File: config.mk
export PLATFORM = sky130hd
export DESIGN_NAME = md_stall_sched
export DESIGN_NICKNAME = d
export VERILOG_FILES = /design/src/rtl/md_pkg.sv /design/src/rtl/md_cycle_counter.sv /design/src/rtl/md_stall_sched.sv
export SDC_FILE = /design/constraint.sdc
export NUM_CORES = 1
export LEC_CHECK = 0
export CORE_AREA = 2 2 39 41
export DETAILED_ROUTE_END_ITERATION = 6
export DIE_AREA = 0 0 41 43
export PLACE_DENSITY = 0.73
export RECOVER_POWER = 50
export SYNTH_ARGS = -nofsm -noshare
export SYNTH_HDL_FRONTEND = slang
export SYNTH_HIERARCHICAL = 1
export SYNTH_SLANG_ARGS = --single-unit
File: constraint.sdc
create_clock -name clk -period 3.5 [get_ports clk]
set_input_delay 0.525 -clock clk [delete_from_list [all_inputs] [get_ports clk]]
set_output_delay 0.525 -clock clk [all_outputs]
set_load 0.02 [all_outputs]
File: src/rtl/md_pkg.sv
// Shared encodings for the multiply/divide scheduler: op codes, FSM states, op decode.
// No logic of its own.
package md_pkg;

   localparam logic [1:0] OP_MULT  = 2'b00;
   localparam logic [1:0] OP_MULTU = 2'b01;
   localparam logic [1:0] OP_DIV   = 2'b10;
   localparam logic [1:0] OP_DIVU  = 2'b11;

   localparam logic ST_IDLE = 1'b0;
   localparam logic ST_BUSY = 1'b1;

   localparam int MULT_CYCLES_DEF = 5;
   localparam int DIV_CYCLES_DEF  = 10;
   localparam int CNT_W_DEF       = 4;

   // Signedness does not change the busy time; only the class matters.
   function automatic logic op_is_div(input logic [1:0] op);
      return (op == OP_DIV) || (op == OP_DIVU);
   endfunction

endpackage

File: src/rtl/md_cycle_counter.sv
// Loadable down-counter for remaining mul/div busy cycles; load wins over decrement.
// Output registered; zero_next flags the final busy cycle (cnt==1).
module md_cycle_counter #(
   parameter int CNT_W = 4
) (
   input  logic             clk,
   input  logic             reset,
   input  logic             i_load,
   input  logic             i_dec,
   input  logic [CNT_W-1:0] i_load_val,
   output logic [CNT_W-1:0] o_cnt,
   output logic             o_zero_next
);

   logic [CNT_W-1:0] r_cnt;

   always_ff @(posedge clk or negedge reset) begin
      if (!reset) begin
         r_cnt <= '0;
      end else if (i_load) begin
         r_cnt <= i_load_val;
      end else if (i_dec) begin
         r_cnt <= r_cnt - 1'b1;
      end
   end

   assign o_cnt       = r_cnt;
   assign o_zero_next = (r_cnt == CNT_W'(1));

endmodule

File: src/rtl/md_stall_sched.sv
// Schedules the multi-cycle mul/div unit and freezes F/D + bubbles E for HI/LO users.
// Result pulse N+1 cycles after start; stall/flush are combinational with no added latency.
module md_stall_sched
   import md_pkg::*;
#(
   parameter int MULT_CYCLES = MULT_CYCLES_DEF,
   parameter int DIV_CYCLES  = DIV_CYCLES_DEF,
   parameter int CNT_W       = CNT_W_DEF
) (
   input  logic             clk,
   input  logic             reset,
   input  logic             e_start,
   input  logic [1:0]       e_op,
   input  logic             d_uses_md,
   output logic             busy,
   output logic             md_done,
   output logic             md_is_div,
   output logic             stall_FD,
   output logic             flush_DE,
   output logic [CNT_W-1:0] cnt,
   output logic             err
);

   if (MULT_CYCLES < 1 || MULT_CYCLES >= (1 << CNT_W) ||
       DIV_CYCLES  < 1 || DIV_CYCLES  >= (1 << CNT_W)) begin : g_param_chk
      $error("md_stall_sched: MULT_CYCLES/DIV_CYCLES must lie in 1..2**CNT_W-1");
   end

   localparam logic [CNT_W-1:0] LP_MULT_LOAD = CNT_W'(MULT_CYCLES);
   localparam logic [CNT_W-1:0] LP_DIV_LOAD  = CNT_W'(DIV_CYCLES);

   logic             r_state;
   logic             r_md_done;
   logic             r_md_is_div;
   logic             r_err;

   logic             w_is_div;
   logic             w_load;
   logic             w_dec;
   logic             w_zero_next;
   logic [CNT_W-1:0] w_load_val;
   logic [CNT_W-1:0] w_cnt;

   assign w_is_div   = op_is_div(e_op);
   assign w_load     = e_start & (r_state == ST_IDLE);
   assign w_dec      = (r_state == ST_BUSY);
   assign w_load_val = w_is_div ? LP_DIV_LOAD : LP_MULT_LOAD;

   md_cycle_counter #(
      .CNT_W (CNT_W)
   ) u_cnt (
      .clk         (clk),
      .reset       (reset),
      .i_load      (w_load),
      .i_dec       (w_dec),
      .i_load_val  (w_load_val),
      .o_cnt       (w_cnt),
      .o_zero_next (w_zero_next)
   );

   always_ff @(posedge clk or negedge reset) begin
      if (!reset) begin
         r_state     <= ST_IDLE;
         r_md_done   <= 1'b0;
         r_md_is_div <= 1'b0;
         r_err       <= 1'b0;
      end else begin
         r_md_done <= 1'b0;
         if (r_state == ST_IDLE) begin
            if (e_start) begin
               r_state     <= ST_BUSY;
               r_md_is_div <= w_is_div;
            end
         end else begin
            // A start here is dropped; the counter keeps running the current op.
            if (e_start) begin
               r_err <= 1'b1;
            end
            if (w_zero_next) begin
               r_state   <= ST_IDLE;
               r_md_done <= 1'b1;
            end
         end
      end
   end

   assign busy      = e_start | (r_state == ST_BUSY);
   assign stall_FD  = d_uses_md & busy;
   assign flush_DE  = d_uses_md & busy;
   assign md_done   = r_md_done;
   assign md_is_div = r_md_is_div;
   assign cnt       = w_cnt;
   assign err       = r_err;

endmodule

==> results.ini, run 1 <==
[place]
gp_congestion = 0.661
dpl.hpwl_um = 659
dp_slack_ps = 1020
placedCellCount = 65
portBuffers = 14
placed_area_um2 = 569

[yosys]
synth_top_flop_cell = dfrtp_1
synth.mux.area_fraction = 0.0893
synth_compound_area_frac = 0.0565
synthSimpleGateAreaFrac = 0.193
synth_cell_type_count = 18
synth_common_cells = dfrtp_1, inv_1, nand2_1, o21ai_0
synth_edf_count = 0
syn_nets = 45
synth_xor_area_frac = 0.0625
synth.top_cell.area_share = 0.476
synth_top_cell_by_area = dfrtp_1
ys_warn_count = 6
async_reset_ff_frac = 1.00
synth_cells = 37
ys_top_cells_by_area = dfrtp_1, ha_1, nor4b_4
synth.cell_area_um2 = 420
synthAdderAreaFrac = 0.0595
yosysMostFrequentCell = dfrtp_1
synth_seq_area_share = 0.476
syn_avg_cell_area_um2 = 11.4
synth_top_family_by_area = simple AND/OR/NAND/NOR gates
ys_ff_latch = 8

[detailed_routing]
vias_per_cell = 4.38
met1_length_um = 327
num_vias = 298
met2WireLength_um = 467
avgRoutedWirePerCell_um = 11.9
first_iter_violations = 0
wl_met3_um = 15
postRouteAntennaNets = 0
firstDrtPassIters = 1
drc = 0
maxUsedRoutingLayer = met3
drt-total-wl_um = 810

[run]
max-cap-violations = 0

[clock_network]
postCtsHoldBufs = 0
cts-resized-gates = 0
clock-sinks = 8
cts.htree.levels = 1
cts_root_buffer = clkbuf_4
cts_buffers = 3
path_clk_slew_ps = 50
cts_tree = yes
cts_buffer_depth = 2
post-cts-setup-buffers = 0
clock_latency_ps = 250

[power]
seqPwrFrac = 0.350
irDropWorstVdd_mv = 0.233
p_leak_nw = 0.251
combPwrFrac = 0.522
clkPwrFrac = 0.128
p_int_mw = 0.328
power_density_nw_per_um2 = 922
p_sw_frac = 0.391
p_sw_mw = 0.211

[setup_path]
critPathLaunchType = primary input
slowest_stage = dlygate4sd3_1
crit_chain = dlygate4sd3_1 -> nor2_1 -> inv_1 -> and2_1 -> clkdlybuf4s50_1
r2r_slack_ps = 2060
critical_path_arrival_ps = 2010
timing.setup.critical_path_class = primary input to primary output
required_ps = 2970
crit_fanout = 3
cpPeakStageDelay_ps = 570
end_kind = primary output

[sta]
setup_slack_ps = 962
slew_headroom = 0.652
max_clock_freq_ghz = 0.394
rsz0062_at_grt = false
setup_viol = 0
period_share = 0.725
hold_violations = 0
tns_ps = 0
max_slew.worst_pin.slew_ps = 521
slew_violations = 0
skew_ps = 2.00
post-route-min-period_ps = 2540

[layout]
drive_gt1_frac = 0.173
fin_cells = 68
syn_to_final_growth_pct = 39.0
antennaDiodeCount = 0
fin_nets = 62
utilization = 0.422
finalInstanceArea_um2 = 584

[die]
rows = 14
die_y_um = 43
die_area_um2 = 1760
core_area_um2 = 1380
io_pins = 16
initial_core_util = 0.304
die_x_um = 41

[global_route]
grt_usage = 0.111
grt_max_degree = 9
antenna_found_initial = 0
grt_pass1_wl_mm = 1.25
gr-total-overflow = 0
grt_pass1_vias = 306

[hold_path]
hold_class = flop to flop

[run_status]
status = finished, final reports clean

[worst paths after layout]
check,start,to,cells after the start
worst max-delay path,e_start,stall_FD,5
worst max register to register,r_state$_DFF_PN0_,u_cnt/o_cnt[3]$_DFFE_PN0P_,2
max in group asynchronous,reset,u_cnt/o_cnt[3]$_DFFE_PN0P_,1
worst min-delay path,err$_DFFE_PN0P_,err$_DFFE_PN0P_,1
min in group asynchronous,reset,md_is_div$_DFFE_PN0P_,1
worst min register to register,err$_DFFE_PN0P_,err$_DFFE_PN0P_,1
[metrics by stage]
| step | hold slack [ps] | total power [mW] |
|---|---|---|
| 6_report | 479 | 0.539 |
| 5_1_grt | 498 | 0.583 |
| 4_1_cts | 493 | 0.556 |
| 3_5_place_dp | 479 | 0.484 |
| 3_3_place_gp | 445 | 0.470 |
| 2_1_floorplan | 229 | 0.365 |
[cells by family (layout without fill, tap and decap cells)]
logic type      count (synthesis)  after routing
flops                           8              8
xor+xnor                        3              3
compound gates                  4              4
fa+ha+maj                       2              2
mux                             3              3
buf+inv                         6             21
simple gates                   11             11
[metal layers]
metal  up-vias  GRT usage
met4         0     0.0800
met1       145      0.115
li1        149          -
met2         4      0.178
met3         0     0.0314
met5         -          0
[cells in the final DEF, fill, tap and decap left out]
cell,count
mux2_2,2
inv_1,4
nor4b_4,1
nor2_1,2
and2_1,1
dfrtp_1,8
xor2_1,2
and2_2,1
nand2_1,4
o21ai_0,3
a21o_2,1
nor2b_1,1
mux2_4,1
dlygate4sd3_1,2
clkbuf_4,3
clkdlybuf4s50_1,12
nor3b_1,1
ha_1,2
xnor2_1,1
[layout make-up]
| cell class | instances | area, um2 |
|---|---|---|
| tap | 16 | 20.0 |
| multi-input combinational | 23 | 186 |
| timing repair buffer | 14 | 140 |
| fill | 151 | 800 |
| inverter | 4 | 15.0 |
| clock buffer | 3 | 22.5 |
| sequential | 8 | 200 |
[critical path, delay by kind of cell]
kind,cells,cell delay (ps)
and+or+nand+nor,2,300
buffers and inverters,3,1190
[power groups by stage]
stage	clock [mW]	sequential [mW]	combinational, mW
final	0.0689	0.189	0.281
after global routing	0.0780	0.195	0.310
after CTS	0.0736	0.193	0.290
after detailed placement	0	0.194	0.289
after global placement	0	0.193	0.276
after floorplan	0	0.226	0.139
[registers in the layout, summed over array words and instances, names as in the netlist]
signal / cells
err: 1
md_done: 1
md_is_div: 1
r_state: 1
u_cnt/o_cnt: 4
Power figures use the tool's default switching activity.
==> run 2, diff against run 1 <==
--- a/config.mk
+++ b/config.mk
@@ -8,7 +8,7 @@
 export CORE_AREA = 2 2 39 41
 export DETAILED_ROUTE_END_ITERATION = 6
 export DIE_AREA = 0 0 41 43
-export PLACE_DENSITY = 0.73
+export PLACE_DENSITY = 0.75
 export RECOVER_POWER = 50
 export SYNTH_ARGS = -nofsm -noshare
 export SYNTH_HDL_FRONTEND = slang
==> constraint.sdc (replaced) <==
create_clock -name clk -period 2.2 [get_ports clk]
set_input_delay 0.33 -clock clk [delete_from_list [all_inputs] [get_ports clk]]
set_output_delay 0.33 -clock clk [all_outputs]
set_load 0.02 [all_outputs]
==> results.ini, run 2 (same netlist as run 1, synthesis figures left out) <==
[setup_path]
cpPeakStageDelay_ps = 600
path_depth = 5
path_delay_family = buffers and inverters
crit_fanout = 3
path_buf_inv = 3
slowest_stage = clkdlybuf4s50_1
r2r_slack_ps = 750
path_common_cell = clkdlybuf4s50_1
r2r_cells = 2
critPathLaunchType = primary input
required_ps = 1870
end_kind = primary output
critical_path_arrival_ps = 1700
timing.setup.critical_path_class = primary input to primary output
crit_chain = clkdlybuf4s50_1 -> nor2_1 -> inv_1 -> and2_1 -> clkdlybuf4s50_1

[layout]
final_common_cell = clkdlybuf4s50_1
utilization = 0.422
largest_reg_flops = 4
layout_common_cells = clkdlybuf4s50_1, dfrtp_1, inv_1, nand2_1
syn_to_final_growth_pct = 39.0
antennaDiodeCount = 0
drive_gt1_frac = 0.173
fin_nets = 62
fin_cells = 68

[detailed_routing]
drt-total-wl_um = 760
drc = 0
vias_per_cell = 4.29
postRouteAntennaNets = 0
avgRoutedWirePerCell_um = 11.2
num_vias = 292
first_iter_violations = 4
firstDrtPassIters = 4

[hold_path]
hold_class = primary input to asynchronous set/reset pin

[sta]
setup_slack_ps = 166
tns_ps = 0
period_share = 0.925
max_clock_freq_ghz = 0.492
slew_violations = 0
rsz0062_at_grt = false
slew_headroom = 0.648
max_slew.worst_pin.slew_ps = 526
post-route-min-period_ps = 2030
setup_viol = 0
skew_ps = 0.997
hold_violations = 0

[place]
dpl.hpwl_um = 611
dp_slack_ps = 150
portBuffers = 14
placedCellCount = 65
gp_congestion = 0.715

[clock_network]
postCtsHoldBufs = 0
cts_buffer_depth = 2
cts_tree = yes
cts_root_buffer = clkbuf_4
cts.htree.levels = 1
clock-sinks = 8
clock_latency_ps = 250
path_clk_slew_ps = 50
cts_buffers = 3
post-cts-setup-buffers = 0
cts-resized-gates = 0

[power]
total_power_mw = 0.856
power_density_nw_per_um2 = 1460
irDropWorstVdd_mv = 0.586
p_leak_nw = 0.251

[die]
die_x_um = 41
die_y_um = 43
io_pins = 16
core_area_um2 = 1380
initial_core_util = 0.304
die_area_um2 = 1760
rows = 14

[global_route]
gr-total-overflow = 0
grt_pass1_vias = 307
grt_usage = 0.107
antenna_found_initial = 0
grt_max_degree = 9
grt_pass1_wl_mm = 1.24

[run]
max-cap-violations = 0

[run_status]
status = finished, final reports clean

-- run 2: cell types whose count changed in the layout (fill, tap and decap cells not counted) --
cell	before	now
clkdlybuf4s50_1	12	13
dlygate4sd3_1	2	1
-- run 2: layer usage --
metal | up-vias | global-route usage | wire length (um) | part of all wire
met5 | - | 0 | 0 | 0
met4 | 0 | 0.0600 | 0 | 0
met3 | 0 | 0.0314 | 20 | 0.026
met2 | 6 | 0.166 | 420 | 0.55
met1 | 140 | 0.125 | 318 | 0.42
li1 | 146 | - | - | -
-- run 2: cell type report --
cell class | count | area, um2
timing repair buffer | 14 | 140
tap | 16 | 20.0
fill | 141 | 800
multi-input combinational | 23 | 186
sequential | 8 | 200
inverter | 4 | 15.0
clock buffer | 3 | 22.5
-- run 2: worst register-to-register path: cells and delay by family (launching register included) --
kind             cells  cell delay [ps]
and+or+nand+nor      1              470
muxes                1              390
DFF                  1              470
-- run 2: path summary, 6_finish.rpt --
kind / start / endpoint
max in group asynchronous: reset / u_cnt/o_cnt[3]$_DFFE_PN0P_
min: reset / u_cnt/o_cnt[0]$_DFFE_PN0P_
min reg2reg: err$_DFFE_PN0P_ / err$_DFFE_PN0P_
max reg2reg: r_state$_DFF_PN0_ / u_cnt/o_cnt[3]$_DFFE_PN0P_
min in group clk: err$_DFFE_PN0P_ / err$_DFFE_PN0P_
max: e_start / stall_FD
-- run 2: power breakdown --
group          total, mW  internal, mW  switching [mW]
combinational      0.443         0.246           0.197
sequential         0.303         0.214          0.0885
clock              0.110        0.0623          0.0480
total              0.856         0.522           0.333
-- run 2: through the flow --
| stage | instance area (um2) | hold slack, ps |
|---|---|---|
| finish | 584 | 432 |
| CTS | 592 | 375 |
| floorplan | 420 | 34.4 |
| global route | 584 | 451 |
| detailed placement | 569 | 448 |
| global placement | 569 | 442 |
==> run 3, diff against run 2 <==
==> constraint.sdc (replaced) <==
create_clock -name clk -period 2.2 [get_ports clk]
set_input_delay 0.44 -clock clk [delete_from_list [all_inputs] [get_ports clk]]
set_output_delay 0.44 -clock clk [all_outputs]
set_load 0.02 [all_outputs]
==> results.ini, run 3 (same netlist as run 1, synthesis figures left out) <==
[sta]
fin_hold_ws_ps = 457
slew_violations = 0
skew_ps = 0.581
rsz0062_at_grt = false
slew_headroom = 0.638
tns_ps = 0
max_clock_freq_ghz = 0.484
hold_violations = 0
max_slew.worst_pin.slew_ps = 542
post-route-min-period_ps = 2070
setup_slack_ps = 134
setup_viol = 0
period_share = 0.939

[clock_network]
clock-sinks = 8
postCtsHoldBufs = 0
cts_tree = yes
post-cts-setup-buffers = 0
cts-resized-gates = 2
cts_root_buffer = clkbuf_4
path_clk_slew_ps = 50
cts_buffers = 3
clock_latency_ps = 250
cts_buffer_depth = 2
cts.htree.levels = 1

[run_status]
status = finished, final reports clean

[setup_path]
critPathLaunchType = primary input
path_buf_inv = 3
r2r_cells = 3
crit_chain = clkdlybuf4s50_1 -> nor2_1 -> inv_1 -> clkdlybuf4s50_1
path_depth = 4
timing.setup.critical_path_class = primary input to primary output
path_common_cell = clkdlybuf4s50_1
slowest_stage = clkdlybuf4s50_1
path_delay_family = buffers and inverters
crit_fanout = 2
cpPeakStageDelay_ps = 600
required_ps = 1760
critical_path_arrival_ps = 1630
end_kind = primary output

[layout]
fin_nets = 64
syn_to_final_growth_pct = 42.0
finalInstanceArea_um2 = 597
layout_common_cells = clkdlybuf4s50_1, dfrtp_1, inv_1, clkbuf_4, nand2_1
nFillCells = 135
antennaDiodeCount = 0
final_common_cell = clkdlybuf4s50_1
drive_gt1_frac = 0.204
largest_reg_flops = 4

[die]
rows = 14
die_y_um = 43
die_x_um = 41
initial_core_util = 0.304
core_area_um2 = 1380
io_pins = 16
die_area_um2 = 1760

[global_route]
antenna_found_initial = 0
grt_pass1_wl_mm = 1.22
grt_pass1_vias = 293
grt_max_degree = 9
gr-total-overflow = 0
grt_usage = 0.109

[place]
dpl.hpwl_um = 604
dp_slack_ps = -12.2
placed_area_um2 = 584
portBuffers = 14
gp_congestion = 0.716

[detailed_routing]
vias_per_cell = 4.26
first_iter_violations = 2
drt-total-wl_um = 759
postRouteAntennaNets = 0
firstDrtPassIters = 4
avgRoutedWirePerCell_um = 10.8
num_vias = 298
drc = 0

[hold_path]
hold_class = flop to flop
hold_depth = 1

[power]
combPwrFrac = 0.547
p_int_mw = 0.531
irDropWorstVdd_mv = 0.694
clkPwrFrac = 0.125
seqPwrFrac = 0.328
p_leak_nw = 0.263
p_sw_frac = 0.386
power_density_nw_per_um2 = 1450
p_sw_mw = 0.334
total_power_mw = 0.865

[run]
max-cap-violations = 0

[run 3: path summary, 6_finish.rpt]
path / start / end / slack [ps]
worst min-delay path: err$_DFFE_PN0P_ / err$_DFFE_PN0P_ / 460
worst max-delay path: e_start / busy / 130
max in group asynchronous: reset / u_cnt/o_cnt[0]$_DFFE_PN0P_ / 1390
worst min register to register: err$_DFFE_PN0P_ / err$_DFFE_PN0P_ / 460
min in group asynchronous: reset / md_done$_DFF_PN0_ / 550
worst max register to register: r_state$_DFF_PN0_ / u_cnt/o_cnt[3]$_DFFE_PN0P_ / 690
[run 3: routing by layer]
metal,share of wire,GRT usage,vias to the layer above
met4,0.018,0.0800,0
met5,0,0,-
met2,0.52,0.159,8
met1,0.43,0.125,137
met3,0.029,0.0366,2
li1,-,-,151
[run 3: layout make-up]
cell class	instances	area, um2	share of cell area
Timing Repair Buffer	16	153	0.256
Inverter	4	15.0	0.0252
Clock buffer	3	22.5	0.0377
Multi-Input combinational cell	23	186	0.312
Tap cell	16	20.0	0.0335
Sequential cell	8	200	0.335
[run 3: power by group through the flow]
stage / Sequential, mW / Combinational, mW / Clock [mW]
4_1_cts: 0.284 / 0.487 / 0.115
2_1_floorplan: 0.359 / 0.221 / 0
5_1_grt: 0.292 / 0.517 / 0.125
3_3_place_gp: 0.284 / 0.473 / 0
6_report: 0.284 / 0.473 / 0.108
3_5_place_dp: 0.285 / 0.491 / 0
[run 3: worst reg2reg max path, stage by stage, from the launching register on]
cell and delay [ps]:
dfrtp_1 390, buf_4 170, nor2b_1 440, mux2_2 400
[run 3: per-stage QoR]
stage / cells / utilization
floorplan: 37 / -
global placement: 67 / 0.422
detailed placement: 67 / 0.422
CTS: 70 / 0.437
global route: 70 / 0.431
finish: 70 / 0.431
